==> config.mk <==
export PLATFORM = sky130hd
export DESIGN_NAME = i2c_target_simple
export DESIGN_NICKNAME = d
export VERILOG_FILES = /design/src/rtl/i2c_pkg.sv /design/src/rtl/i2c_line_sync.sv /design/src/rtl/i2c_target_simple.sv
export SDC_FILE = /design/constraint.sdc
export NUM_CORES = 1
export LEC_CHECK = 0
export ABC_AREA = 1
export CAP_MARGIN = 20
export CORE_ASPECT_RATIO = 0.6
export CORE_MARGIN = 3
export CORE_UTILIZATION = 38
export CTS_BUF_LIST = sky130_fd_sc_hd__clkbuf_4 sky130_fd_sc_hd__clkbuf_8 sky130_fd_sc_hd__clkbuf_16
export DETAILED_ROUTE_END_ITERATION = 10
export PLACE_DENSITY = 0.56
export SKIP_LAST_GASP = 1
export SYNTH_ARGS = -nofsm -noshare
export SYNTH_HDL_FRONTEND = slang
export SYNTH_HIERARCHICAL = 1
export SYNTH_SLANG_ARGS = --single-unit
==> constraint.sdc <==
create_clock -name clk -period 2.3 [get_ports clk]
set_input_delay 0.575 -clock clk [delete_from_list [all_inputs] [get_ports clk]]
set_output_delay 0.575 -clock clk [all_outputs]
set_load 0.03 [all_outputs]
==> src/rtl/i2c_pkg.sv <==
// Shared types and constants for the simple I2C target.
//   i2c_tgt_state_t : protocol state of the target FSM
//   I2C_RW_*        : value of the R/W bit that follows the 7-bit address
package i2c_pkg;

    typedef enum logic [3:0] {
        IDLE,
        ADDR,
        ADDR_ACK,
        RX,
        RX_ACK,
        TX_LOAD,
        TX,
        TX_ACK,
        IGNORE
    } i2c_tgt_state_t;

    localparam logic I2C_RW_WRITE = 1'b0;
    localparam logic I2C_RW_READ  = 1'b1;

endpackage

==> src/rtl/i2c_line_sync.sv <==
// Synchroniser and edge detector for one open-drain I2C line.
//   clk, rst_n : system clock, asynchronous active-low reset
//   din        : asynchronous pad level
//   level      : synchronised level (second flop)
//   rise, fall : single-cycle pulses on synchronised transitions
module i2c_line_sync (
    input  logic clk,
    input  logic rst_n,
    input  logic din,
    output logic level,
    output logic rise,
    output logic fall
);

    logic meta_q;
    logic sync_q;
    logic hist_q;

    // Reset to the idle bus level so releasing reset never fakes an edge on a quiet bus.
    always_ff @(posedge clk or negedge rst_n) begin
        if (!rst_n) begin
            meta_q <= 1'b1;
            sync_q <= 1'b1;
            hist_q <= 1'b1;
        end else begin
            meta_q <= din;
            sync_q <= meta_q;
            hist_q <= sync_q;
        end
    end

    assign level = sync_q;
    assign rise  = sync_q & ~hist_q;
    assign fall  = ~sync_q & hist_q;

endmodule

==> src/rtl/i2c_target_simple.sv <==
// Simple I2C target: fixed 7-bit address, byte write to a parallel port,
// byte read from a parallel port, no clock stretching.
//   clk, rst_n : system clock (>= 8x SCL), asynchronous active-low reset
//   scl_in     : SCL pad level (input only)
//   sda_in     : SDA pad level (wired-AND)
//   sda_oe     : 1 pulls SDA low, 0 releases it
//   rx_data    : last received write byte, rx_valid pulses when it updates
//   tx_data    : read byte, sampled the cycle after the tx_req pulse
//   tx_req     : pulse requesting the next read byte
//   busy       : high from address acknowledge until STOP or repeated START
module i2c_target_simple
    import i2c_pkg::*;
#(
    parameter logic [6:0] TARGET_ADDR = 7'h42
) (
    input  logic       clk,
    input  logic       rst_n,
    input  logic       scl_in,
    input  logic       sda_in,
    output logic       sda_oe,
    output logic [7:0] rx_data,
    output logic       rx_valid,
    input  logic [7:0] tx_data,
    output logic       tx_req,
    output logic       busy
);

    logic scl_level, scl_rise, scl_fall;
    logic sda_level, sda_rise, sda_fall;

    i2c_line_sync u_scl_sync (
        .clk   (clk),
        .rst_n (rst_n),
        .din   (scl_in),
        .level (scl_level),
        .rise  (scl_rise),
        .fall  (scl_fall)
    );

    i2c_line_sync u_sda_sync (
        .clk   (clk),
        .rst_n (rst_n),
        .din   (sda_in),
        .level (sda_level),
        .rise  (sda_rise),
        .fall  (sda_fall)
    );

    logic start_cond;
    logic stop_cond;

    assign start_cond = sda_fall & scl_level;
    assign stop_cond  = sda_rise & scl_level;

    i2c_tgt_state_t state_q, state_d;
    logic [2:0]     bit_cnt_q, bit_cnt_d;
    logic [7:0]     shreg_q, shreg_d;
    logic           sda_oe_q, sda_oe_d;
    logic [7:0]     rx_data_q, rx_data_d;
    logic           rx_valid_q, rx_valid_d;
    logic           tx_req_q, tx_req_d;
    logic           busy_q, busy_d;
    logic           rw_q, rw_d;
    // Second half of a two-step phase: ACK driven (ADDR_ACK/RX_ACK) or
    // master ACK seen and waiting for the closing SCL fall (TX_ACK).
    logic           phase_q, phase_d;

    always_ff @(posedge clk or negedge rst_n) begin
        if (!rst_n) begin
            state_q    <= IDLE;
            bit_cnt_q  <= 3'd0;
            shreg_q    <= 8'h00;
            sda_oe_q   <= 1'b0;
            rx_data_q  <= 8'h00;
            rx_valid_q <= 1'b0;
            tx_req_q   <= 1'b0;
            busy_q     <= 1'b0;
            rw_q       <= I2C_RW_WRITE;
            phase_q    <= 1'b0;
        end else begin
            state_q    <= state_d;
            bit_cnt_q  <= bit_cnt_d;
            shreg_q    <= shreg_d;
            sda_oe_q   <= sda_oe_d;
            rx_data_q  <= rx_data_d;
            rx_valid_q <= rx_valid_d;
            tx_req_q   <= tx_req_d;
            busy_q     <= busy_d;
            rw_q       <= rw_d;
            phase_q    <= phase_d;
        end
    end

    always_comb begin
        state_d    = state_q;
        bit_cnt_d  = bit_cnt_q;
        shreg_d    = shreg_q;
        sda_oe_d   = sda_oe_q;
        rx_data_d  = rx_data_q;
        rx_valid_d = 1'b0;
        tx_req_d   = 1'b0;
        busy_d     = busy_q;
        rw_d       = rw_q;
        phase_d    = phase_q;

        // Bus conditions win over any bit-level activity in the same cycle.
        if (stop_cond) begin
            state_d  = IDLE;
            busy_d   = 1'b0;
            sda_oe_d = 1'b0;
            phase_d  = 1'b0;
        end else if (start_cond) begin
            state_d   = ADDR;
            bit_cnt_d = 3'd0;
            busy_d    = 1'b0;
            sda_oe_d  = 1'b0;
            phase_d   = 1'b0;
        end else begin
            unique case (state_q)
                IDLE: begin
                    sda_oe_d = 1'b0;
                end

                ADDR: begin
                    if (scl_rise) begin
                        shreg_d   = {shreg_q[6:0], sda_level};
                        bit_cnt_d = bit_cnt_q + 3'd1;
                        if (bit_cnt_q == 3'd7) begin
                            rw_d    = sda_level;
                            phase_d = 1'b0;
                            // shreg_q[6:0] already holds the 7 address bits.
                            if ((shreg_q[6:0] == TARGET_ADDR) && (TARGET_ADDR != 7'h00)) begin
                                state_d = ADDR_ACK;
                            end else begin
                                state_d = IGNORE;
                            end
                        end
                    end
                end

                ADDR_ACK: begin
                    if (scl_fall) begin
                        if (!phase_q) begin
                            sda_oe_d = 1'b1;
                            busy_d   = 1'b1;
                            phase_d  = 1'b1;
                        end else begin
                            sda_oe_d = 1'b0;
                            phase_d  = 1'b0;
                            if (rw_q == I2C_RW_WRITE) begin
                                state_d   = RX;
                                bit_cnt_d = 3'd0;
                            end else begin
                                tx_req_d = 1'b1;
                                state_d  = TX_LOAD;
                            end
                        end
                    end
                end

                RX: begin
                    if (scl_rise) begin
                        shreg_d   = {shreg_q[6:0], sda_level};
                        bit_cnt_d = bit_cnt_q + 3'd1;
                        if (bit_cnt_q == 3'd7) begin
                            rx_data_d  = {shreg_q[6:0], sda_level};
                            rx_valid_d = 1'b1;
                            state_d    = RX_ACK;
                            phase_d    = 1'b0;
                        end
                    end
                end

                RX_ACK: begin
                    if (scl_fall) begin
                        if (!phase_q) begin
                            sda_oe_d = 1'b1;
                            phase_d  = 1'b1;
                        end else begin
                            sda_oe_d  = 1'b0;
                            phase_d   = 1'b0;
                            bit_cnt_d = 3'd0;
                            state_d   = RX;
                        end
                    end
                end

                TX_LOAD: begin
                    // Hold off while the request pulse is still out so tx_data
                    // is taken on the cycle after tx_req.
                    if (!tx_req_q) begin
                        shreg_d   = tx_data;
                        sda_oe_d  = ~tx_data[7];
                        bit_cnt_d = 3'd0;
                        state_d   = TX;
                    end
                end

                TX: begin
                    if (scl_fall) begin
                        if (bit_cnt_q == 3'd7) begin
                            sda_oe_d = 1'b0;
                            state_d  = TX_ACK;
                            phase_d  = 1'b0;
                        end else begin
                            shreg_d   = {shreg_q[6:0], 1'b0};
                            sda_oe_d  = ~shreg_q[6];
                            bit_cnt_d = bit_cnt_q + 3'd1;
                        end
                    end
                end

                TX_ACK: begin
                    if (!phase_q) begin
                        if (scl_rise) begin
                            if (!sda_level) begin
                                tx_req_d = 1'b1;
                                phase_d  = 1'b1;
                            end else begin
                                state_d = IGNORE;
                            end
                        end
                    end else if (scl_fall) begin
                        phase_d = 1'b0;
                        state_d = TX_LOAD;
                    end
                end

                IGNORE: begin
                    sda_oe_d = 1'b0;
                end

                default: begin
                    state_d  = IDLE;
                    sda_oe_d = 1'b0;
                end
            endcase
        end
    end

    assign sda_oe   = sda_oe_q;
    assign rx_data  = rx_data_q;
    assign rx_valid = rx_valid_q;
    assign tx_req   = tx_req_q;
    assign busy     = busy_q;

endmodule

### Word level (Yosys, flattened, before mapping)

Index checks and enable logic that the tools add are counted.

* add/subtract/negate cells: 1
* equality and inequality tests: 42
* multiplexer cells: 71
* bitwise logic cells: 14
* reduce and logical (&&, ||, !) cells: 18

Operator list (number)
* 4-bit two-way mux: 18
* 4-bit != test, second input constant: 11
* 3-bit two-way mux: 11
* 1-bit two-way mux: 32
* 4-bit case mux with 8 select lines: 1
* 7-bit two-way mux: 4
* 3-bit != test, second input constant: 9
* 7-bit case mux with 3 select lines: 1
* 4-bit by 3-bit equality test with 1-bit output, second input constant: 4
* 3-bit case mux with 5 select lines: 1
* 15-bit AND reduction: 1
* 6-bit nonzero test: 2
* 11-bit AND reduction: 1
* 5-bit != test, second input constant: 2
* 5-bit AND reduction: 2
* 3-bit by 1-bit != test with 1-bit output, second input constant: 3
* 3-bit nonzero test: 3
* 4-bit by 2-bit equality test with 1-bit output, second input constant: 2
* 4-bit by 1-bit != test with 1-bit output, second input constant: 2
* 1-bit NOT: 8
* 1-bit case mux with 4 select lines: 2
* 4-bit AND reduction: 2
* 7-bit equality test, second input constant: 1
* 7-bit AND reduction: 1
* 13 further kinds: 22

* register bits: 34
* bits of input ports: 12
* output and inout port bits: 12
* logic and storage cells: 162

### Depth between registers and ports, before layout

* depth in word-level cells: 7
* mapped depth: 11
* gate-level depth less buffers: 11

### Hierarchy

The synthesis kept the hierarchy.

By module, submodules not included
* i2c_target_simple: times used 1, cells each 257, area an instance 1750.4 um2, seq. area each 700.7 um2
* i2c_line_sync: times used 2, cells each 7, area an instance 93.8 um2, seq. area each 78.8 um2

### Least setup slack after synthesis

Ideal clock, no wire load.

* kind: reg-to-reg
* start point: reg u_sda_sync.sync_q, in the netlist u_sda_sync/level
* end point: reg rx_data_q[3], in the netlist rx_data[3]
* setup time: 126 ps
* data arrival time: 1539 ps
* required time: 2174 ps
* slack: 635 ps
* stages on the path, launching flop included: 9
* buffers on the path: 1
* clock period less this slack: 1665 ps
* cells stage by stage: dfstp_2 -> nor2_1 -> nand2_2 -> nand2_2 -> nor3_2 -> nand3_1 -> buf_2 -> nand2_1 -> o21ai_0

* longest elaborated chain between the ends: 5
* elaborated cells between the ends (all ways): 8
* those cells by class: bitwise: 7; reduce/logical: 1

RTL lines
* start: declaration: line i2c_line_sync.sv:16 `logic sync_q;`
* start signal: assignment: line i2c_line_sync.sv:27 `sync_q <= meta_q;`
* 1-bit NOT: line i2c_line_sync.sv:34 `assign fall = ~sync_q & hist_q;`
* 1-bit bitwise AND: line i2c_line_sync.sv:34
* net sda_fall: line i2c_target_simple.sv:29 `logic sda_level, sda_rise, sda_fall;`
* 1-bit bitwise AND: line i2c_target_simple.sv:52 `assign start_cond = sda_fall & scl_level;`
* 1-bit NOT (no line)
* 5-bit AND reduction (no line)
* end signal: assignment: line i2c_target_simple.sv:85 `rx_data_q <= rx_data_d;`
* end: declaration: line i2c_target_simple.sv:59 `logic [7:0] rx_data_q, rx_data_d;`

The timed path passes the listed nets, and every way through them passes these cells.
A chain may end at the register's enable or synchronous reset.

### Final worst setup path

* start point: reg tx_req_q, in the netlist tx_req
* end point: out tx_req

RTL lines
* start: declaration: line i2c_target_simple.sv:61 `logic tx_req_q, tx_req_d;`
* start signal: assignment: line i2c_target_simple.sv:87 `tx_req_q <= tx_req_d;`
* end: declaration: line i2c_target_simple.sv:24 `output logic tx_req,`

No word-level cell between the ends.

==> flow_summary.yaml <==
clock_network:
  postCtsSetupBuffers: 0
  clock_tree.htree_level_count: 2
  ctsLongestPathBuffers: 2
  clk_pin_slew_ns: 0.07
  cts_made_buffers: 5
  cts-hold-fix-buffers: 0
  cts.sinks: 34
  cts_tree: "done"
  clk-insertion-delay-late_ns: 0.29
  post_cts_resized: 0
  clock-root-buffer: "sky130_fd_sc_hd__clkbuf_8"
synthesis:
  synth-edff-count: 0
  netlist_instances: 271
  synthAdderAreaFrac_pct: 1.94
  synth_xor_xnor_area_share_pct: 0
  syn_avg_cell_area_um2: 7.15
  yosysMostFrequentCell: "sky130_fd_sc_hd__nand2_1"
  yosysUniqueCellTypes: 27
  synth_sequential_area_ratio_pct: 44.3
  share_of_the_synthesized_area_in_the_top_cell_type_pct: 36.2
  syn-cell-area_um2: 1940
  synth.top_cells.by_count: "sky130_fd_sc_hd__nand2_1, sky130_fd_sc_hd__inv_1, sky130_fd_sc_hd__dfrtp_1, sky130_fd_sc_hd__nor2_1, sky130_fd_sc_hd__nand3_1"
  top_reg_cell_synth: "sky130_fd_sc_hd__dfrtp_1"
  synth_async_sr_flop_share_pct: 100
  synth.net_count: 286
  yosys.area_share.simple_pct: 35.2
  area_leader_netlist: "sky130_fd_sc_hd__dfrtp_1"
  fraction_of_synthesized_area_in_multiplexers_pct: 0
  synth.top_cells.by_area: "sky130_fd_sc_hd__dfrtp_1, sky130_fd_sc_hd__nand2_1, sky130_fd_sc_hd__dfstp_2"
  complex_gate_fraction_of_the_synthesized_area_pct: 10.5
  largest_family_of_logic_cells_by_synthesized_area: "simple AND/OR/NAND/NOR gates"
  synth-warning-count: 6
  postSynthRegisterBits: 34
cells_and_area:
  syn2layout_area_growth_pct: 21.6
  final_cell_area_um2: 2360
  number_of_nets_in_the_layout: 314
  n_antenna_cell: 0
  final-instance-count-excl-fill: 363
  finalCoreUtilization_pct: 49.8
  layout-drive-gt1-share_pct: 11.0
  nFillCells: 463
die:
  std_cell_rows: 19
  die_w_um: 98.2
  fp.dieH_um: 61.3
  ioPinCount: 24
  core-area_um2: 4730
  start_util_pct: 41.0
  die_area_um2: 6020
critical_path:
  critPathLaunchType: "flop"
  cp_data_arrival_time_ns: 1.38
  timing.critical_path.cells: "clkdlybuf4s50_1"
  setup.worst_path.class: "flop to output pin"
  worstSetupEndpointType: "output pin"
  critPathMaxFanout: 3
  critPathMaxStageDelay_ns: 0.69
  crit_family: "buffers and inverters"
  timing.critical_path.slowest_stage_cell: "sky130_fd_sc_hd__clkdlybuf4s50_1"
  worst_ep_required_time_ns: 1.73
  worstPathBufferInverterCount: 1
power:
  overall_power_mw: 1.65
  ir_drop_mv: 0.418
  power.share.combinational_pct: 19.9
  power.share.sequential_pct: 44.5
  cell_internal_pwr_mw: 1.15
  p_leak_nw: 1.22
  switching_share_pct: 29.9
  share_clk_of_total_power_pct: 35.6
  power_density_nw_per_um2: 699
  power.net_switching_mw: 0.492
global_route:
  grt_max_degree: 35
  grt_antenna_before_repair: 0
  first_pass_grt_wire_length_um: 8220
  number_of_global_route_vias_before_repair: 1590
  grt_util_all_layers_pct: 17.7
  grt-ovfl-total: 0
timing:
  slew_violations: 0
  maxClockFrequency_ghz: 0.511
  maxSlewHeadroom_pct: 49.5
  finalHoldWorstSlack_ns: 0.354
  finalSetupViolations: 0
  worstMarginPinSlew_ns: 0.758
  fin_setup_tns_ns: 0
  report.final.hold_viol_count: 0
  clock-skew-final_ns: 0.00925
  final_period_minus_worst_setup_slack_ns: 1.96
  layout_setup_ws_ns: 0.342
  grt_setup_unrepaired: "false"
  final.period_utilization_pct: 85.1
run:
  max_cap_viol_count: 0
hold_path:
  worst_min_path_class: "primary input to async pin"
outcome:
  result_of_the_run: "finished, final reports clean"
routing:
  routed_via_density: 4.97
  route.vias.total: 1805
  pre_repair_dr_iteration_count: 4
  routedWlPerCell_um: 13.6
  routed_antenna_nets: 0
  drc_markers: 0
  detail_route.iter0.violations: 201
  detail_route.wirelength_um: 4940
placed_design:
  finalWeightedCongestion: 0.948
  place_inst: 355
  io_buffers: 23
  dpl_cell_area_um2: 2240
  place_worst_setup_slack_ns: 0.389
  dp.final_hpwl_um: 3850
[cell usage in the layout, fill, tap and decap left out, types with 2 or more instances in the layout]
cell and count:
sky130_fd_sc_hd__dfrtp_1 28, sky130_fd_sc_hd__ha_1 3, sky130_fd_sc_hd__clkdlybuf4s50_1 22, sky130_fd_sc_hd__nor2_1 24, sky130_fd_sc_hd__nand4_1 5, sky130_fd_sc_hd__a21oi_1 5, sky130_fd_sc_hd__nand3_1 23, sky130_fd_sc_hd__nand2_1 84
sky130_fd_sc_hd__o21ai_0 20, sky130_fd_sc_hd__nand2_2 5, sky130_fd_sc_hd__clkbuf_8 6, sky130_fd_sc_hd__nor3_2 2, sky130_fd_sc_hd__inv_2 3, sky130_fd_sc_hd__nor3_1 5, sky130_fd_sc_hd__buf_4 2, sky130_fd_sc_hd__dfstp_2 6
sky130_fd_sc_hd__inv_1 33, sky130_fd_sc_hd__o21ai_1 8, sky130_fd_sc_hd__nor2_2 5
[cell families after synthesis]
group,after synthesis
AO/OA/AOI/OAI,38
adder cells (fa/ha/maj),3
buffers and inverters,40
flip-flops,34
AND/OR/NAND/NOR,156
[state kept, by name, summed over array words and instances (netlist names), 3 cells and up]
signal,flops
state_q,4
rx_data,8
shreg_q,7
bit_cnt_q,3
[final cells by class]
class	count	area (µm²)	area share, %
flip-flops and latches	34	858	36.4
repair buffers	25	240	10.2
clock buffers	7	90.1	3.82
clock inverters	1	30.0	1.27
inverters	36	135	5.74
well taps	63	78.8	3.35
multi-input cells	197	923	39.2
[power groups by stage]
stage          Combinational, mW  Sequential [mW]  Clock, mW
3_3_place_gp               0.329            0.742          0
3_5_place_dp               0.325            0.742          0
2_1_floorplan              0.242            0.722          0
5_1_grt                    0.384            0.746      0.630
6_report                   0.328            0.732      0.586
4_1_cts                    0.327            0.731      0.597
[metal layers]
metal  part of all wire [%]  up-vias  routed length [µm]  global-route usage [%]
met3                     10        5                 498                    6.79
met2                     34       67                1660                    19.4
met5                      0        -                   0                       0
li1                       -      923                   -                       -
met1                     56      810                2750                    29.6
met4                   0.77        0                  38                    4.47
[worst paths after layout]
check                      slack (ns)  cells past startpoint              start          endpoint
max in group asynchronous        1.46                      1              rst_n              busy
min in group clk                 0.36                      0  u_scl_sync/meta_q  u_scl_sync/level
max                              0.34                      1             tx_req            tx_req
min                              0.35                      1              rst_n      bit_cnt_q[2]
min reg2reg                      0.36                      0  u_scl_sync/meta_q  u_scl_sync/level
max reg2reg                      0.35                      9  u_scl_sync/hist_q        shreg_q[6]
(Power assumes the default switching activity.)
